==> src/rtl/morse_stream_decoder.sv <==
// Serial Morse symbol decoder.
// Collects dot/dash symbols into a letter buffer and decodes the letter to ASCII
// when the letter or word closes. Characters and word spaces are queued in a
// show-ahead FIFO that is drained through a valid/ready handshake.
module morse_stream_decoder #(
  parameter int MAX_SYMBOLS = 6,
  parameter int FIFO_DEPTH  = 4
) (
  input  logic       clk,
  input  logic       reset,
  input  logic       sym_valid,
  input  logic [1:0] sym,
  input  logic       letter_done,
  input  logic       word_done,
  output logic [7:0] ascii_char,
  output logic       char_valid,
  input  logic       char_ready,
  output logic       sym_error,
  output logic       fifo_overflow,
  output logic       busy
);

  localparam int CNT_W = $clog2(MAX_SYMBOLS + 1);
  localparam int PTR_W = $clog2(FIFO_DEPTH);
  localparam int OCC_W = PTR_W + 1;

  typedef enum logic [1:0] {
    ST_IDLE,
    ST_COLLECT,
    ST_SPACE_PEND
  } state_e;

  // Letter table: n = symbol count, b = dash bits with the first symbol at bit 0.
  function automatic logic [7:0] decode_letter(input logic [3:0] n,
                                               input logic [7:0] b,
                                               input logic       bad);
    logic [7:0] c;
    c = 8'h3F;
    case (n)
      4'd1: c = b[0] ? 8'h54 : 8'h45;
      4'd2: case (b[1:0])
        2'b10: c = 8'h41;
        2'b00: c = 8'h49;
        2'b11: c = 8'h4D;
        2'b01: c = 8'h4E;
        default: ;
      endcase
      4'd3: case (b[2:0])
        3'b001: c = 8'h44;
        3'b011: c = 8'h47;
        3'b101: c = 8'h4B;
        3'b111: c = 8'h4F;
        3'b010: c = 8'h52;
        3'b000: c = 8'h53;
        3'b100: c = 8'h55;
        3'b110: c = 8'h57;
        default: ;
      endcase
      4'd4: case (b[3:0])
        4'b0001: c = 8'h42;
        4'b0101: c = 8'h43;
        4'b0100: c = 8'h46;
        4'b0000: c = 8'h48;
        4'b1110: c = 8'h4A;
        4'b0010: c = 8'h4C;
        4'b0110: c = 8'h50;
        4'b1011: c = 8'h51;
        4'b1000: c = 8'h56;
        4'b1001: c = 8'h58;
        4'b1101: c = 8'h59;
        4'b0011: c = 8'h5A;
        default: ;
      endcase
      4'd5: case (b[4:0])
        5'b11111: c = 8'h30;
        5'b11110: c = 8'h31;
        5'b11100: c = 8'h32;
        5'b11000: c = 8'h33;
        5'b10000: c = 8'h34;
        5'b00000: c = 8'h35;
        5'b00001: c = 8'h36;
        5'b00011: c = 8'h37;
        5'b00111: c = 8'h38;
        5'b01111: c = 8'h39;
        default: ;
      endcase
      4'd6: if (MAX_SYMBOLS >= 6) begin
        case (b[5:0])
          6'b101010: c = 8'h2E;
          6'b110011: c = 8'h2C;
          6'b001100: c = 8'h3F;
          default: ;
        endcase
      end
      default: ;
    endcase
    if (bad) c = 8'h3F;
    return c;
  endfunction

  state_e                 state_q, state_d;
  logic [CNT_W-1:0]       cnt_q, cnt_d;
  logic [MAX_SYMBOLS-1:0] bits_q, bits_d;
  logic                   bad_q, bad_d;
  logic                   cls_pend_q, cls_pend_d;
  logic                   wrd_pend_q, wrd_pend_d;
  logic                   any_char_q, any_char_d;
  logic                   last_sp_q, last_sp_d;
  logic                   sym_err_q, sym_err_d;
  logic                   ovf_q, ovf_d;
  logic                   busy_q, busy_d;
  logic [PTR_W-1:0]       wr_ptr_q, wr_ptr_d;
  logic [PTR_W-1:0]       rd_ptr_q, rd_ptr_d;
  logic [OCC_W-1:0]       occ_q, occ_d;
  logic [7:0]             mem_q [FIFO_DEPTH];

  logic                   sym_legal, at_max, store, bad_now;
  logic [MAX_SYMBOLS-1:0] one_hot, bits_a;
  logic [CNT_W-1:0]       cnt_a;
  logic                   bad_a, ld_eff, wd_eff;
  logic                   push_req, push_ok, pop, full;
  logic [7:0]             push_data;

  // Next-state for the letter buffer, state machine, space logic and FIFO pointers.
  always_comb begin
    sym_legal = (sym == 2'b01) || (sym == 2'b10);
    at_max    = (cnt_q == CNT_W'(MAX_SYMBOLS));
    store     = sym_valid && sym_legal && !at_max;
    bad_now   = sym_valid && (!sym_legal || at_max);
    one_hot   = {{(MAX_SYMBOLS-1){1'b0}}, 1'b1} << cnt_q;
    cnt_a     = cnt_q + CNT_W'(store);
    bits_a    = (store && sym == 2'b10) ? (bits_q | one_hot) : bits_q;
    bad_a     = bad_q | bad_now;
    // A close that collided with a space push is replayed one cycle later.
    ld_eff    = letter_done | cls_pend_q;
    wd_eff    = word_done | wrd_pend_q;

    push_req   = 1'b0;
    push_data  = 8'h00;
    cnt_d      = cnt_a;
    bits_d     = bits_a;
    bad_d      = bad_a;
    cls_pend_d = 1'b0;
    wrd_pend_d = 1'b0;
    state_d    = state_q;

    case (state_q)
      ST_SPACE_PEND: begin
        if (any_char_q && !last_sp_q) begin
          push_req  = 1'b1;
          push_data = 8'h20;
        end
        if ((letter_done || word_done) && cnt_a != '0) begin
          cls_pend_d = 1'b1;
          wrd_pend_d = word_done;
        end else if (letter_done || word_done) begin
          bad_d = 1'b0;
        end
        state_d = (cnt_a != '0 || bad_a) ? ST_COLLECT : ST_IDLE;
      end
      default: begin
        if (ld_eff || wd_eff) begin
          if (cnt_a != '0) begin
            push_req  = 1'b1;
            push_data = decode_letter(4'(cnt_a), 8'(bits_a), bad_a);
          end
          cnt_d   = '0;
          bits_d  = '0;
          bad_d   = 1'b0;
          state_d = wd_eff ? ST_SPACE_PEND : ST_IDLE;
        end else begin
          state_d = (cnt_a != '0 || bad_a) ? ST_COLLECT : ST_IDLE;
        end
      end
    endcase

    pop      = (occ_q != '0) && char_ready;
    full     = (occ_q == OCC_W'(FIFO_DEPTH));
    push_ok  = push_req && (!full || pop);
    ovf_d    = ovf_q | (push_req && !push_ok);
    wr_ptr_d = wr_ptr_q + PTR_W'(push_ok);
    rd_ptr_d = rd_ptr_q + PTR_W'(pop);
    occ_d    = occ_q + OCC_W'(push_ok) - OCC_W'(pop);

    // Space suppression tracks every character offered to the FIFO.
    any_char_d = any_char_q | (push_req && push_data != 8'h20);
    last_sp_d  = push_req ? (push_data == 8'h20) : last_sp_q;
    sym_err_d  = sym_err_q | bad_now;
    busy_d     = (cnt_d != '0) || (state_d == ST_SPACE_PEND) || cls_pend_d;
  end

  // Control state and sticky flags, cleared asynchronously.
  always_ff @(posedge clk or negedge reset) begin
    if (!reset) begin
      state_q    <= ST_IDLE;
      cnt_q      <= '0;
      bits_q     <= '0;
      bad_q      <= 1'b0;
      cls_pend_q <= 1'b0;
      wrd_pend_q <= 1'b0;
      any_char_q <= 1'b0;
      last_sp_q  <= 1'b0;
      sym_err_q  <= 1'b0;
      ovf_q      <= 1'b0;
      busy_q     <= 1'b0;
      wr_ptr_q   <= '0;
      rd_ptr_q   <= '0;
      occ_q      <= '0;
    end else begin
      state_q    <= state_d;
      cnt_q      <= cnt_d;
      bits_q     <= bits_d;
      bad_q      <= bad_d;
      cls_pend_q <= cls_pend_d;
      wrd_pend_q <= wrd_pend_d;
      any_char_q <= any_char_d;
      last_sp_q  <= last_sp_d;
      sym_err_q  <= sym_err_d;
      ovf_q      <= ovf_d;
      busy_q     <= busy_d;
      wr_ptr_q   <= wr_ptr_d;
      rd_ptr_q   <= rd_ptr_d;
      occ_q      <= occ_d;
    end
  end

  // Character storage; contents are only meaningful below the occupancy count.
  always_ff @(posedge clk) begin
    if (push_ok) mem_q[wr_ptr_q] <= push_data;
  end

  assign char_valid    = (occ_q != '0);
  assign ascii_char    = char_valid ? mem_q[rd_ptr_q] : 8'h00;
  assign sym_error     = sym_err_q;
  assign fifo_overflow = ovf_q;
  assign busy          = busy_q;

endmodule
==> config.mk <==
export PLATFORM = sky130hd
export DESIGN_NAME = morse_stream_decoder
export DESIGN_NICKNAME = d
export VERILOG_FILES = /design/src/rtl/morse_stream_decoder.sv
export SDC_FILE = /design/constraint.sdc
export NUM_CORES = 1
export LEC_CHECK = 0
export CAP_MARGIN = 20
export CORE_MARGIN = 1.5
export CORE_UTILIZATION = 60
export CTS_CLUSTER_SIZE = 24
export DETAILED_ROUTE_END_ITERATION = 7
export PLACE_DENSITY = 0.77
export SLEW_MARGIN = 20
export SYNTH_ARGS = -nofsm -noshare
export SYNTH_HDL_FRONTEND = slang
export SYNTH_SLANG_ARGS = --single-unit
==> constraint.sdc <==
create_clock -name clk -period 4.5 [get_ports clk]
set_clock_uncertainty 0.05 [all_clocks]
set_input_delay 0.9 -clock clk [delete_from_list [all_inputs] [get_ports clk]]
set_output_delay 0.9 -clock clk [all_outputs]
set_load 0.1 [all_outputs]
; ---- After elaboration in Yosys (flattened, before gate mapping)
; Memory sizes are Yosys's and may differ from the RTL's.
; Index checks and enable logic that the tools add are counted.
[totals]
regBits = 26
ramBits = 32
rom_bits = 40
inputBits = 8
out_inout_bits = 12
word_cells = 132
n_memories = 2
[memory_table]
columns = name, words, word_bits, rd, rd_clocked_by_memory_dff, wr, line
row1 = (no name shown), 8, 5, 1, 0, 0, 48  ; 4'd3: case (b[2:0])
row2 = mem_q, 4, 8, 1, 0, 1, 115  ; logic [7:0] mem_q [FIFO_DEPTH];
[op_classes]
addsub = 5
eq_ne = 39
shift = 1
mux = 35
bitwise_logic = 7
n_reduce_logical = 29
[ops]
columns = op, count
row1 = case mux 7 bit (12 select lines), 1
row2 = case mux 8 bit (6 select lines), 1
row3 = two-way mux 8 bit, 5
row4 = case mux 4 bit (10 select lines), 1
row5 = case mux 8 bit (4 select lines), 1
row6 = equality test 5 bit (second input constant), 5
row7 = two-way mux 6 bit, 4
row8 = equality test 4 bit (second input constant), 5
row9 = equality test 3 bit (second input constant), 5
row10 = two-way mux 1 bit, 15
row11 = equality test 4 x 3 -> 1 bit (second input constant), 3
row12 = equality test 6 bit (second input constant), 2
row13 = equality test 2 bit (second input constant), 5
row14 = logical AND 1 bit, 10
row15 = case mux 5 bit (2 select lines), 1
row16 = nonzero test 3 bit, 3
row17 = equality test 4 x 2 -> 1 bit (second input constant), 2
row18 = equality test 8 x 6 -> 1 bit (second input constant), 1
row19 = logical OR 1 bit, 8
row20 = != test 8 x 6 -> 1 bit (second input constant), 1
row21 = adder 3 x 1 -> 3 bit, 2
row22 = equality test 3 x 2 -> 1 bit (second input constant), 2
row23 = two-way mux 2 bit, 3
row24 = two-way mux 3 bit, 2
row25 = 17 further kinds, 28

; ---- Longest topological paths before layout
[depth]
ltp_word = 16
mapped_depth = 17

; ---- Worst setup path before layout
; Ideal clock, no wire load.
[synth_path]
path_kind = input -> register
start = input sym[0]
end = register occ_q[2]
setup_time_ns = 0.123
t_arrival_ns = 3.683
setup_slack_ns = 0.644
stages = 17
path_buffers = 0
path_cell_list = inv_1 > ha_1 > a21o_1 > nor2_1 > ha_1 > ha_1 > xor2_1 > nor3_1 > nor3_2 > nor2_1 > or2_1 > o21bai_1 > ha_1 > inv_1 > fa_1 > xnor2_1 > xnor2_1
[synth_via]
elab_chain_len = 12
elab_cells_between_ends = 13
[synth_lines]
columns = element, line
row1 = from (decl), 12  ; input logic [1:0] sym,
row2 = equality test 2 x 1 -> 1 bit / equality test 2 bit (equally long branches), 126  ; sym_legal = (sym == 2'b01) || (sym == 2'b10);
row3 = logical OR 1 bit *, 126
row4 = logical AND 1 bit * (2 in series), 128  ; store = sym_valid && sym_legal && !at_max;
row5 = adder 3 x 1 -> 3 bit *, 131  ; cnt_a = cnt_q + CNT_W'(store);
row6 = nonzero test 3 bit *, 163  ; if (cnt_a != '0) begin
row7 = two-way mux 1 bit *, 163
row8 = two-way mux 1 bit *, 162  ; if (ld_eff || wd_eff) begin
row9 = two-way mux 1 bit *, 147  ; case (state_q)
row10 = logical AND 1 bit *, 179  ; push_ok = push_req && (!full || pop);
row11 = adder 3 x 1 -> 3 bit *, 183  ; occ_d = occ_q + OCC_W'(push_ok) - OCC_W'(pop);
row12 = subtractor 3 x 1 -> 3 bit *, 183
row13 = via occ_d[2], 114  ; logic [OCC_W-1:0] occ_q, occ_d;
row14 = to (signal assigned), 208  ; occ_q <= '0;
row15 = to (signal assigned), 223  ; occ_q <= occ_d;
row16 = to (decl), 114
; The timed path passes the listed nets; every way through them passes the cells marked *.
; A chain may end at the register's enable or synchronous reset.

; ---- Final worst setup path
; Ends and elaborated chain as after synthesis.

==> results_dict.tcl <==
set metrics [dict create \
    crit_type "in -> reg" \
    drc 0 \
    drt_iter0_markers 234 \
    p_sw_mw 1.06 \
    grt_pass1_wl_um 12200 \
    crit_family "adder cells" \
    p_per_area_nw_per_um2 623 \
    cts_resized 0 \
    peakVddDrop_mv 0.442 \
    cp-end-kind "register" \
    yosys.area.top_type_share_pct 25.6 \
    first_pass_iters 5 \
    wl_per_cell_um 18.6 \
    post_cts_buffers 0 \
    fmax_mhz 241 \
    hold_path_class "reg -> reg" \
    grt_usage_pct 26.6 \
    num_antenna_cells 0 \
    io_buffers 18 \
    hold_viol 0 \
    wl_met3_um 513 \
    die_y_um 77.0 \
    synth_area_leader_cell "edfxtp_1" \
    ys_seq_area_share_pct 45.4 \
    finalSetupTns_ns 0 \
    die_w_um 77.0 \
    status "complete, no violations" \
    cap_violations 0 \
    path_max_fanout 5 \
    swShare_pct 46.3 \
    die_area_um2 5920 \
    antenna_found_initial 0 \
    wl_met2_um 3570 \
    r2r_setup_slack_ns 0.76 \
    rsz0062_at_grt "no" \
    synth_nets 325 \
    ys_ff_latch 54 \
    path_cells "clkdlybuf4s50_1 -> inv_1 -> ha_1 -> a21o_1 -> nor2_1 -> ha_1 -> ha_1 -> xor2_1 -> nor3_1 -> nor3_2 -> nor2_1 -> or2_1 -> o21bai_1 -> ha_1 -> inv_1 -> fa_1 -> xnor2_1 -> xnor2_1" \
    viasPerCell 6.45 \
    synthFlopType "edfxtp_1" \
    drive_gt1_share_pct 15.6 \
    rr_endpoint "occ_q[2]$_DFF_PN0_" \
    cts.htree.levels 2 \
    vias 2560 \
    grt_max_degree 27 \
    yosys.cell_types.count 69 \
    final_cells 397 \
    critPathLaunchType "input port" \
    num-fill-cells 419 \
    layout_common_cells "28 x nor2_1, 28 x edfxtp_1, 26 x dfrtp_1, 18 x clkdlybuf4s50_1, 17 x buf_4" \
    synth_warnings 0 \
    setup_ws_ns 0.354 \
    arrival_ns 4.33 \
    ant_nets 0 \
    hpwlAfterDp_um 5480 \
    drt-met1-wl_um 3160 \
    nets 345 \
    grt_overflow_total 0 \
    drv_slew 0 \
    slew_headroom_pct 34.8 \
    critPathBufInv 3 \
    crit_required_ns 4.69 \
    pwr-share-seq_pct 33.2 \
    r2r_start "cnt_q[0]$_DFF_PN0_" \
    synthArstFlopShare_pct 48.1 \
    synth_edf_count 28 \
    dp_cells 389 \
    hold_start "any_char_q$_DFF_PN0_" \
    max_slew.worst_pin.slew_ns 0.976 \
    pre_cts_slack_ns 0.0612 \
    p_comb_share_pct 52.6 \
    coreArea_um2 5200 \
    p_int_mw 1.23 \
    power.total_mw 2.29 \
    std_cell_rows 26 \
    cts_tree "yes" \
    cts.sinks 54 \
    grt_pass1_vias 2407 \
    clk-insertion-delay-late_ns 0.31 \
    path_common_cell "ha_1" \
    dr.max_layer_used "met4" \
    clkTransAtPathRegs_ns 0.09 \
    pwr-share-clk_pct 14.1 \
    netlist_area_um2 3280 \
    min_period_ns 4.15 \
    cp_num_cells 18 \
    numCtsBuffers 5 \
    holdPathStages 1 \
    min_to "any_char_q$_DFF_PN0_" \
    syn_area_per_cell_um2 10.7 \
    boundaryPins 20 \
    synthCells 306 \
    slowest_delay_ns 0.46 \
    clock_path_buffers 2 \
    p_leak_nw 1.42 \
    initial_core_util_pct 63.1 \
    setup_viol 0 \
    hold_buffers 0 \
    wl_um 7400 \
    gp_congestion 0.981 \
    synth.area.top_cells "edfxtp_1 26%, dfrtp_1 20%, mux4_2 4.8%, ha_1 3.8%, nor2_1 3.2%" \
    rr_worst_depth 17 \
    period_share_pct 92.1 \
    slowest_stage "clkdlybuf4s50_1" \
    post-route-util_pct 70.6 \
    syn_to_final_growth_pct 12.0 \
    root_buffer "clkbuf_8" \
]
==> state kept, by name, indices dropped and copies added (netlist names) <==
| signal | flops |
|---|---|
| occ_q | 3 |
| cls_pend_q | 1 |
| mem_q | 28 |
| wrd_pend_q | 1 |
| bad_q | 1 |
| bits_q | 6 |
| fifo_overflow | 1 |
| wr_ptr_q | 2 |
| any_char_q | 1 |
| busy | 1 |
| state_q | 2 |
| last_sp_q | 1 |
| sym_error | 1 |
| cnt_q | 3 |
| rd_ptr_q | 2 |
==> cells by family (layout without fill, tap and decap cells) <==
logic type	count (synthesis)	after routing	share of synthesized area, %
mux	11	11	6.10
fa+ha+maj	11	11	4.42
simple gates	107	107	18.7
xor+xnor	6	6	1.60
other cells	1	1	0.114
flops	54	54	45.4
compound gates	83	83	18.8
buf+inv	33	54	4.80
==> cell usage after synthesis (4+ instances only) <==
| cell type | number |
|---|---|
| nor3_1 | 6 |
| and2_1 | 10 |
| nor4_1 | 4 |
| a21o_1 | 7 |
| a211oi_1 | 4 |
| buf_2 | 4 |
| nand2_1 | 15 |
| ha_1 | 10 |
| dfrtp_1 | 26 |
| a31oi_1 | 7 |
| nor2_1 | 28 |
| o21ai_0 | 11 |
| clkbuf_1 | 13 |
| nor2b_1 | 7 |
| and3_1 | 5 |
| nor3b_1 | 4 |
| a21oi_1 | 15 |
| edfxtp_1 | 28 |
| o211ai_1 | 4 |
| inv_1 | 9 |
| nand3_1 | 9 |
| nand2b_1 | 4 |
| mux4_2 | 7 |
==> per-stage QoR <==
stage / cell area (µm²) / hold WS, ns
4_1_cts: 3680 / 0.431
3_3_place_gp: 3560 / 0.400
5_1_grt: 3680 / 0.459
2_1_floorplan: 3280 / 0.385
3_5_place_dp: 3560 / 0.403
6_report: 3680 / 0.426
==> worst max path at each step <==
stage                      start            endpoint  slack (ns)
after global placement    sym[0]  occ_q[2]$_DFF_PN0_        0.26
final                     sym[0]  occ_q[2]$_DFF_PN0_        0.35
after floorplan           sym[0]  occ_q[2]$_DFF_PN0_        0.64
after detailed placement  sym[0]  occ_q[2]$_DFF_PN0_        0.06
after global routing      sym[0]  occ_q[2]$_DFF_PN0_        0.05
after CTS                 sym[0]  occ_q[2]$_DFF_PN0_        0.36
==> final cells by class <==
class	count	area, µm²	area share [%]
clock buffer	5	68.8	1.87
clock inverter	3	43.8	1.19
multi-input combinational	219	1630	44.4
sequential	54	1490	40.6
timing repair buffer	35	308	8.37
tap	70	87.6	2.38
inverter	11	43.8	1.19
==> layer usage <==
layer	up-vias	GRT usage, %
met1	1258	36.6
met5	-	0
met4	0	7.82
met3	17	3.69
met2	104	44.2
li1	1181	-
==> power groups by stage <==
stage          clock network [mW]  registers [mW]  logic [mW]
2_1_floorplan                   0           0.790       0.891
3_3_place_gp                    0           0.768        1.18
3_5_place_dp                    0           0.775        1.20
4_1_cts                     0.329           0.765        1.21
5_1_grt                     0.349           0.780        1.28
6_report                    0.324           0.761        1.20
==> worst register-to-register path, cell delays in order, from the launching register on <==
cell	delay [ns]
dfrtp_1	0.37
buf_4	0.20
nor2b_1	0.42
a21o_1	0.25
nor2_1	0.06
ha_1	0.18
ha_1	0.21
xor2_1	0.22
nor3_1	0.11
nor3_2	0.14
nor2_1	0.07
or2_1	0.30
o21bai_1	0.18
ha_1	0.17
inv_1	0.05
fa_1	0.37
xnor2_1	0.18
xnor2_1	0.13
Power figures use the tool's default switching activity.
